File: src/rtl/eth_wb_pkg.sv
// Shared widths, FSM states and the latched request record for the Ethernet MAC Wishbone host.
package eth_wb_pkg;
  localparam int WB_AW = 10;
  localparam int WB_DW = 32;
  localparam int WB_SW = 4;

  typedef enum logic [1:0] {IDLE, BUS, RESP} wb_host_st_e;

  typedef struct packed {
    logic             we;
    logic [WB_AW-1:0] adr;
    logic [WB_SW-1:0] sel;
    logic [WB_DW-1:0] dat;
  } wb_req_t;
endpackage

File: src/rtl/eth_rr_arb.sv
// Round-robin grant: one-hot on the first requester at or after ptr_i, all zero when disabled.
module eth_rr_arb #(
  parameter  int NUM_REQ = 2,
  localparam int PW      = $clog2(NUM_REQ)
) (
  input  logic [NUM_REQ-1:0] req_i,
  input  logic [PW-1:0]      ptr_i,
  input  logic               en_i,
  output logic [NUM_REQ-1:0] gnt_o
);
  int   idx;
  logic found;

  always_comb begin
    gnt_o = '0;
    found = 1'b0;
    idx   = 0;
    for (int i = 0; i < NUM_REQ; i++) begin
      idx = int'(ptr_i) + i;
      if (idx >= NUM_REQ) idx = idx - NUM_REQ;
      if (en_i && !found && req_i[idx]) begin
        gnt_o[idx] = 1'b1;
        found      = 1'b1;
      end
    end
  end
endmodule

File: src/rtl/eth_wb_host_arb.sv
// Round-robin shared Wishbone classic master for the Ethernet MAC register/BD port.
// Optional bus timeout abort is enabled by defining WB_TIMEOUT_EN.
module eth_wb_host_arb
  import eth_wb_pkg::*;
#(
  parameter int NUM_REQ     = 2,
  parameter int TIMEOUT_CYC = 255
) (
  input  logic                     wb_clk_i,
  input  logic                     wb_rst_i,
  input  logic [NUM_REQ-1:0]       req_valid_i,
  output logic [NUM_REQ-1:0]       req_ready_o,
  input  logic [NUM_REQ-1:0]       req_we_i,
  input  logic [NUM_REQ*WB_AW-1:0] req_adr_i,
  input  logic [NUM_REQ*WB_SW-1:0] req_sel_i,
  input  logic [NUM_REQ*WB_DW-1:0] req_dat_i,
  output logic [NUM_REQ-1:0]       rsp_valid_o,
  output logic [WB_DW-1:0]         rsp_dat_o,
  output logic                     rsp_err_o,
  output logic                     rsp_tmo_o,
  output logic [WB_AW-1:0]         wb_adr_o,
  output logic [WB_DW-1:0]         wb_dat_o,
  output logic [WB_SW-1:0]         wb_sel_o,
  output logic                     wb_we_o,
  output logic                     wb_stb_o,
  output logic                     wb_cyc_o,
  input  logic [WB_DW-1:0]         wb_dat_i,
  input  logic                     wb_ack_i,
  input  logic                     wb_err_i
);
  localparam int PW = $clog2(NUM_REQ);

  wb_host_st_e        state_q, state_d;
  logic [PW-1:0]      ptr_q, ptr_d;
  wb_req_t            req_q, req_d, g_req;
  logic [NUM_REQ-1:0] owner_q, owner_d, grant;
  logic [NUM_REQ-1:0] rsp_valid_q, rsp_valid_d;
  logic [WB_DW-1:0]   rsp_dat_q, rsp_dat_d;
  logic               rsp_err_q, rsp_err_d, rsp_tmo_q, rsp_tmo_d;
  logic               cyc_q, cyc_d;
  logic               tmo_hit;
  int                 g_idx;

  eth_rr_arb #(.NUM_REQ(NUM_REQ)) u_arb (
    .req_i (req_valid_i),
    .ptr_i (ptr_q),
    .en_i  (state_q == IDLE),
    .gnt_o (grant)
  );

`ifdef WB_TIMEOUT_EN
  logic [7:0] cnt_q, cnt_d;
  // Counter sits at 0 outside BUS, so it is cleared on every BUS entry.
  assign tmo_hit = (cnt_q == 8'(TIMEOUT_CYC - 1));
  always_comb cnt_d = (state_q == BUS) ? cnt_q + 8'd1 : 8'd0;
  always_ff @(posedge wb_clk_i) begin
    if (wb_rst_i) cnt_q <= '0;
    else          cnt_q <= cnt_d;
  end
`else
  assign tmo_hit = 1'b0;
`endif

  always_comb begin
    g_req = '0;
    g_idx = 0;
    for (int i = 0; i < NUM_REQ; i++) begin
      if (grant[i]) begin
        g_idx     = i;
        g_req.we  = req_we_i[i];
        g_req.adr = req_adr_i[i*WB_AW +: WB_AW];
        g_req.sel = req_sel_i[i*WB_SW +: WB_SW];
        g_req.dat = req_dat_i[i*WB_DW +: WB_DW];
      end
    end
  end

  always_comb begin
    state_d     = state_q;
    ptr_d       = ptr_q;
    req_d       = req_q;
    owner_d     = owner_q;
    rsp_valid_d = '0;
    rsp_dat_d   = rsp_dat_q;
    rsp_err_d   = rsp_err_q;
    rsp_tmo_d   = rsp_tmo_q;
    cyc_d       = cyc_q;
    case (state_q)
      IDLE: if (|grant) begin
        req_d   = g_req;
        owner_d = grant;
        ptr_d   = (g_idx == NUM_REQ - 1) ? '0 : PW'(g_idx + 1);
        cyc_d   = 1'b1;
        state_d = BUS;
      end
      BUS: if (wb_err_i || wb_ack_i || tmo_hit) begin
        // err beats ack, and a real termination beats the timeout in the same cycle
        cyc_d       = 1'b0;
        rsp_valid_d = owner_q;
        rsp_err_d   = wb_err_i || !wb_ack_i;
        rsp_tmo_d   = !wb_err_i && !wb_ack_i;
        rsp_dat_d   = (wb_ack_i && !wb_err_i && !req_q.we) ? wb_dat_i : '0;
        state_d     = RESP;
      end
      default: state_d = IDLE;
    endcase
  end

  always_ff @(posedge wb_clk_i) begin
    if (wb_rst_i) begin
      state_q     <= IDLE;
      ptr_q       <= '0;
      req_q       <= '0;
      owner_q     <= '0;
      rsp_valid_q <= '0;
      rsp_dat_q   <= '0;
      rsp_err_q   <= 1'b0;
      rsp_tmo_q   <= 1'b0;
      cyc_q       <= 1'b0;
    end else begin
      state_q     <= state_d;
      ptr_q       <= ptr_d;
      req_q       <= req_d;
      owner_q     <= owner_d;
      rsp_valid_q <= rsp_valid_d;
      rsp_dat_q   <= rsp_dat_d;
      rsp_err_q   <= rsp_err_d;
      rsp_tmo_q   <= rsp_tmo_d;
      cyc_q       <= cyc_d;
    end
  end

  assign req_ready_o = grant;
  assign rsp_valid_o = rsp_valid_q;
  assign rsp_dat_o   = rsp_dat_q;
  assign rsp_err_o   = rsp_err_q;
  assign rsp_tmo_o   = rsp_tmo_q;
  assign wb_adr_o    = req_q.adr;
  assign wb_dat_o    = req_q.dat;
  assign wb_sel_o    = req_q.sel;
  assign wb_we_o     = req_q.we;
  assign wb_stb_o    = cyc_q;
  assign wb_cyc_o    = cyc_q;
endmodule

File: config.mk
export PLATFORM = sky130hd
export DESIGN_NAME = eth_wb_host_arb
export DESIGN_NICKNAME = d
export VERILOG_FILES = /design/src/rtl/eth_wb_pkg.sv /design/src/rtl/eth_rr_arb.sv /design/src/rtl/eth_wb_host_arb.sv
export SDC_FILE = /design/constraint.sdc
export NUM_CORES = 1
export LEC_CHECK = 0
export CORE_UTILIZATION = 34
export CTS_CLUSTER_SIZE = 30
export DETAILED_ROUTE_END_ITERATION = 16
export HOLD_SLACK_MARGIN = 0.05
export PLACE_DENSITY = 0.87
export SYNTH_ARGS = -nofsm -noshare
export SYNTH_HDL_FRONTEND = slang
export SYNTH_SLANG_ARGS = --single-unit
File: constraint.sdc
create_clock -name wb_clk_i -period 1.27 [get_ports wb_clk_i]
set_input_delay 0.3175 -clock wb_clk_i [delete_from_list [all_inputs] [get_ports wb_clk_i]]
set_output_delay 0.3175 -clock wb_clk_i [all_outputs]
set_load 0.1 [all_outputs]
==> results.toml, run 1 <==
[place]
gp_congestion = 0.8703
dp_hpwl_mm = 10.62
post-place-ws_ns = -0.6919
io_buffers = 218

[yosys]
synth-async-reset-ratio_pct = 0
synth_mux_area_share_pct = 0
synth_seq_cells = 89
yosys_warnings = 0
synth-simple-area-share_pct = 9.332
synth_top_family_by_area = "compound AO/OA/AOI/OAI gates"
avgSynthCellArea_um2 = 8.896
synth_compound_area_share_pct = 31.82
yosysMostFrequentCell = "dfxtp_1"
netlist_instances = 419
synthAdderAreaFrac_pct = 0
synth-xor-area-share_pct = 0
synth_area_um2 = 3727
synthTopCellsByCount = "dfxtp_1, inv_1, nand3_1, a221oi_1, o32ai_1"
yosysSeqAreaShare_pct = 47.80
synth.area.top_cells = "dfxtp_1, a221oi_1, o32ai_1, nand3_1, a21oi_1"
synth_edf_count = 0
synth_nets = 551
synth_area_leader_cell = "dfxtp_1"
synth_top_area_share_pct = 47.80
synth_flop_cell = "dfxtp_1"
synthDistinctLibCells = 29

[route]
ant_nets = 0
drt_iter0_drc = 228
vias = 4821
drc = 0
dr_wl_met2_mm = 10.93
wl_per_cell_um = 24.79
wirelength_mm = 20.28
dr.pass1.iters = 7
viasPerCell = 5.894
wl_met1_mm = 7.367
dr.max_layer_used = "met4"
routed-wl-met3_mm = 1.047

[die]
core.rowCount = 37
die_h_um = 106.7
die_w_um = 106.7
start_util_pct = 35.63
die_area_um2 = 11390
ioPinCount = 219
coreArea_um2 = 10460

[critical_path]
reg2regPathDepth = 9
crit_path_max_fanout = 4
cp_data_arrival_time_ns = 1.38
start_kind = "flip-flop"
required_ns = 0.95
path_class = "flip-flop to output pin"
reg2reg_slack_ns = -0.37
crit_path_end_kind = "output pin"

[timing]
clock_skew_ns = 0.009267
fmax_ghz = 0.5907
relSlewSlack_pct = 72.59
slew_violations = 0
hold_viol = 0
rsz0062_at_grt = "true"
setup_violations = 86
post-route-period-util_pct = 133.3
min_period_ns = 1.693
worstMarginPinSlew_ns = 0.4096
worst_slack_ns = -0.4228

[clock_network]
clk_pin_slew_ns = 0.09
clk_latency_ns = 0.35
cts-htree-levels = 3
cts-hold-fix-buffers = 0
cts_root_buf = "clkbuf_8"
cts-buffers-inserted = 9
cts_tree = "done"
clock_sinks = 89
clock_path_buffers = 2

[pwr]
irDropWorstVdd_mv = 0.8483
seqPwrFrac_pct = 31.8
combPwrFrac_pct = 49.6
switching_share_pct = 41.32
p_int_mw = 6.142
power.leakage_nw = 3.263
p_clk_share_pct = 18.6
power.density_nw_per_um2 = 1134
p_sw_mw = 4.326

[min_path]
hp-class = "input pin to flip-flop"
min_path_cells = 2

[finish]
post-route-util_pct = 88.24
fin_nets = 809
antennaDiodeCount = 0
syn_to_final_growth_pct = 147.7
drive_gt1_share_pct = 61.29

[global_routing]
gr-total-overflow = 0
grt_pass1_wl_mm = 27.43
antenna_found_initial = 0
grt_pass1_vias = 4992
grt_start_max_net_pins = 40
grt_usage_pct = 31.53

[run_status]
run_status = "finished with violations"
violations = "setup timing"

[flow_run]
max_cap_violations = 0
[cell families after synthesis]
family | count (synthesis)
compound gates | 172
buf+inv | 95
flops | 89
simple gates | 63
[layout by cell type, fill, tap and decap left out, drive strengths merged]
master / netlist / final
bufbuf: 0 / 1
nor3: 1 / 1
a21bo: 1 / 1
clkinvlp: 0 / 4
clkdlybuf4s50: 0 / 128
a221oi: 41 / 41
a21oi: 38 / 38
dlygate4sd2: 0 / 2
nand2b: 2 / 2
nor3b: 2 / 2
buf: 27 / 164
clkinv: 0 / 2
a31oi: 6 / 6
o32ai: 41 / 41
nor2: 4 / 4
a21boi: 1 / 1
dfxtp: 89 / 89
clkbuf: 22 / 13
inv: 46 / 44
a211oi: 1 / 1
nor4b: 1 / 1
nand3: 44 / 44
nor2b: 2 / 2
nand2: 4 / 4
o21ai: 43 / 43
or2: 1 / 1
and2: 2 / 2
[worst max-delay path: stages (launching register included)]
cell and delay [ns]:
dfxtp_4 0.39, nor3b_4 0.26, nand2_2 0.12, clkinvlp_4 0.10, buf_12 0.17
[flip-flops by register name, indices dropped and copies added, names as in the netlist]
register and flops:
rsp_dat_o 32, wb_dat_o 32, wb_adr_o 10, wb_sel_o 4, owner_q 2, rsp_valid_o 2
state_q 2, ptr_q 1, rsp_err_o 1, rsp_tmo_o 1, wb_cyc_o 1, wb_we_o 1
[final cells by class]
class,count,area [µm²]
tap,136,170.2
clock buffer,12,166.4
timing repair buffer,296,4095
clock inverter,4,25.02
multi-input combinational,235,2695
fill,429,1230
inverter,46,180.2
sequential,89,1901
[path summary, 6_finish.rpt]
kind,start,to
worst max register to register,state_q[1],wb_adr_o[9]
worst max-delay path,state_q[1],req_ready_o[1]
worst min register to register,owner_q[1],owner_q[1]
worst min-delay path,wb_rst_i,wb_dat_o[28]
[power by group through the flow]
stage	sequential (mW)	combinational (mW)	clock, mW
final	3.33	5.19	1.94
after floorplan	4.75	0.841	0
after global placement	3.36	3.93	0
after CTS	3.31	4.74	1.92
after detailed placement	3.38	4.02	0
after global routing	3.35	5.32	2.09
[metrics by stage]
step	hold slack [ns]	instance area, µm²	power, mW	cells	TNS, ns
final	0.3630	9233	10.47	818	-24.53
after global routing	0.3592	9233	10.75	818	-27.83
after CTS	0.3238	8586	9.976	809	-10.63
after detailed placement	0.4556	7377	7.394	759	-43.63
after global placement	0.4484	7377	7.292	759	-37.96
after floorplan	0.4229	4024	5.586	419	-0.3203
[layer usage]
layer	global-route usage [%]	vias to the layer above
li1	-	2108
met5	0	-
met1	35.84	2395
met3	5.410	69
met4	13.60	0
met2	57.60	249
[what timing repair did]
item | in CTS | in global routing
cloned | 11 | 1
buffers inserted | 24 | 15
pin swaps | 52 | 80
gates resized for setup | 116 | 118
setup endpoints to repair | 78 | 92
Power figures use the tool's default switching activity.
==> inputs of run 2 (changes only) <==
==> constraint.sdc (replaced) <==
create_clock -name wb_clk_i -period 1.27 [get_ports wb_clk_i]
set_input_delay 0.127 -clock wb_clk_i [delete_from_list [all_inputs] [get_ports wb_clk_i]]
set_output_delay 0.127 -clock wb_clk_i [all_outputs]
set_load 0.1 [all_outputs]
==> run 2 against run 1 <==
Against the previous run:
- global-route usage is 3.1 points lower
- clock-buffer cell count is 1 lower
- largest power group unchanged
- critical path type is now flip-flop to flip-flop
- combinational power is 3% lower
- setup slack better by 0.037 ns
- clock skew is 0.0067 ns higher
- largest cell class unchanged
- non-clock buffer count is 21 lower
- critical endpoint is now rsp_dat_o[19]
- cell count is 2.6% lower
- utilization is 0.97 points lower
- the run still ends with setup timing left
- sequential share of layout area is 0.16 points higher
==> results.toml, run 2 (same netlist as run 1, synthesis figures left out) <==
[run_status]
run_status = "finished with violations"
violations = "setup timing"

[timing]
relSlewSlack_pct = 58.15
fmax_ghz = 0.6039
slew_violations = 0
hold_viol = 0
worst_slack_ns = -0.3859
tns_ns = -12.68
post-route-period-util_pct = 130.4
whs_ns = 0.3286
setup_violations = 75
min_period_ns = 1.656
rsz0062_at_grt = "true"
worstMarginPinSlew_ns = 0.6278
clock_skew_ns = 0.01592

[pwr]
power.leakage_nw = 3.170
power_mw = 10.27
irDropWorstVdd_mv = 0.7525
power.density_nw_per_um2 = 1124

[route]
viasPerCell = 6.008
wirelength_mm = 20.58
wl_per_cell_um = 25.82
dr.pass1.iters = 4
vias = 4788
drc = 0
drt_iter0_drc = 246
ant_nets = 0

[clock_network]
clk_pin_slew_ns = 0.10
clock_sinks = 89
clock_path_buffers = 2
cts-buffers-inserted = 9
cts_tree = "done"
cts_root_buf = "clkbuf_8"
cts-htree-levels = 3
clk_latency_ns = 0.37

[global_routing]
gr-total-overflow = 0
grt_pass1_wl_mm = 25.14
antenna_found_initial = 0
grt_start_max_net_pins = 50
grt_usage_pct = 28.47
grt_pass1_vias = 4736

[finish]
final_common_cell = "clkdlybuf4s50_1"
fin_nets = 788
syn_to_final_growth_pct = 145.0
finalInstanceArea_um2 = 9131
drive_gt1_share_pct = 55.52
antennaDiodeCount = 0
mostFrequentLayoutCells = "clkdlybuf4s50_1, buf_12, dfxtp_2"

[place]
placed_area_um2 = 7164
dp_hpwl_mm = 10.22
post-place-ws_ns = -0.3560
gp_congestion = 0.8279
io_buffers = 218

[min_path]
hp-class = "input pin to flip-flop"
hp-start = "wb_dat_i[30]"
min_path_cells = 3
hold_end = "rsp_dat_o[30]"

[critical_path]
crit_path_max_fanout = 16
crit_path_end_kind = "flip-flop"
reg2regPathDepth = 6
timing.rr.end = "rsp_dat_o[19]"
reg2reg_slack_ns = -0.39
cp_data_arrival_time_ns = 1.92
path_class = "flip-flop to flip-flop"
start_kind = "flip-flop"
required_ns = 1.53
reg2reg_from = "state_q[1]"

[die]
die_h_um = 106.7
ioPinCount = 219
start_util_pct = 35.63
die_area_um2 = 11390
core.rowCount = 37
coreArea_um2 = 10460
die_w_um = 106.7

[flow_run]
max_cap_violations = 0
run 2: cell count changes in the layout (fill, tap and decap cells not counted), moves of 7 or more:
cell,change
o32ai_1,-11
nand3_4,-8
o32ai_4,+28
a221oi_4,-9
a21oi_2,-13
clkbuf_16,+7
o32ai_2,-17
buf_6,-12
a21oi_1,+14
buf_4,-11
nand3_1,+14
run 2: power by group:
part	total, mW	internal [mW]	switching (mW)
Combinational	5.04	2.11	2.93
Clock	1.90	0.780	1.12
Sequential	3.33	3.06	0.270
run 2: worst max path at each step:
stage                          end      startpoint  slack (ns)
finish               rsp_dat_o[19]      state_q[1]       -0.39
global route         rsp_dat_o[19]      state_q[1]       -0.45
CTS                 req_ready_o[1]      state_q[1]       -0.19
detailed placement    wb_dat_o[21]  req_valid_i[0]       -0.36
global placement       wb_dat_o[6]  req_valid_i[0]       -0.26
floorplan           req_ready_o[0]      state_q[1]       -0.15
run 2: per-stage QoR:
| stage | std cells | util, % |
|---|---|---|
| 6_report | 797 | 87.28 |
| 2_1_floorplan | 419 | - |
| 3_5_place_dp | 751 | 68.48 |
| 4_1_cts | 787 | 74.90 |
| 5_1_grt | 797 | 87.28 |
| 3_3_place_gp | 751 | 68.48 |
run 2: what timing repair did:
| action | in CTS | in global routing |
|---|---|---|
| setup buffers | 11 | 5 |
| endpoints found under the hold margin | 1 | 0 |
| endpoints found under the setup margin | 77 | 87 |
| pin swaps | 13 | 66 |
| hold buffers | 1 | 0 |
| gates cloned | 8 | 10 |
| gates resized for setup | 49 | 149 |
run 2: metal layers:
layer / vias to the layer above / track usage [%] / wire (µm)
met1: 2363 / 31.88 / 7725
li1: 2055 / - / -
met4: 0 / 14.97 / 1208
met3: 99 / 5.410 / 1142
met2: 271 / 50.92 / 10500
met5: - / 0 / 0
run 2: layout make-up:
class	instances	area (µm²)
Multi-Input combinational cell	235	2740
Clock inverter	5	38.79
Fill cell	459	1331
Clock buffer	11	141.4
Inverter	46	180.2
Sequential cell	89	1894
Timing Repair Buffer	275	3966
Tap cell	136	170.2
run 2: critical path, cell delays in order, from the launching register on:
cell and delay, ns:
dfxtp_4 0.38, buf_6 0.13, nor4b_4 0.28, buf_6 0.18, clkbuf_16 0.18, nand3_1 0.14, a21oi_1 0.26
==> inputs of run 3 (changes only) <==
Settings changed: SLEW_MARGIN set to 20.
==> results of run 3 <==
No change in the layout: final DEF, timing and power equal those of run 2.
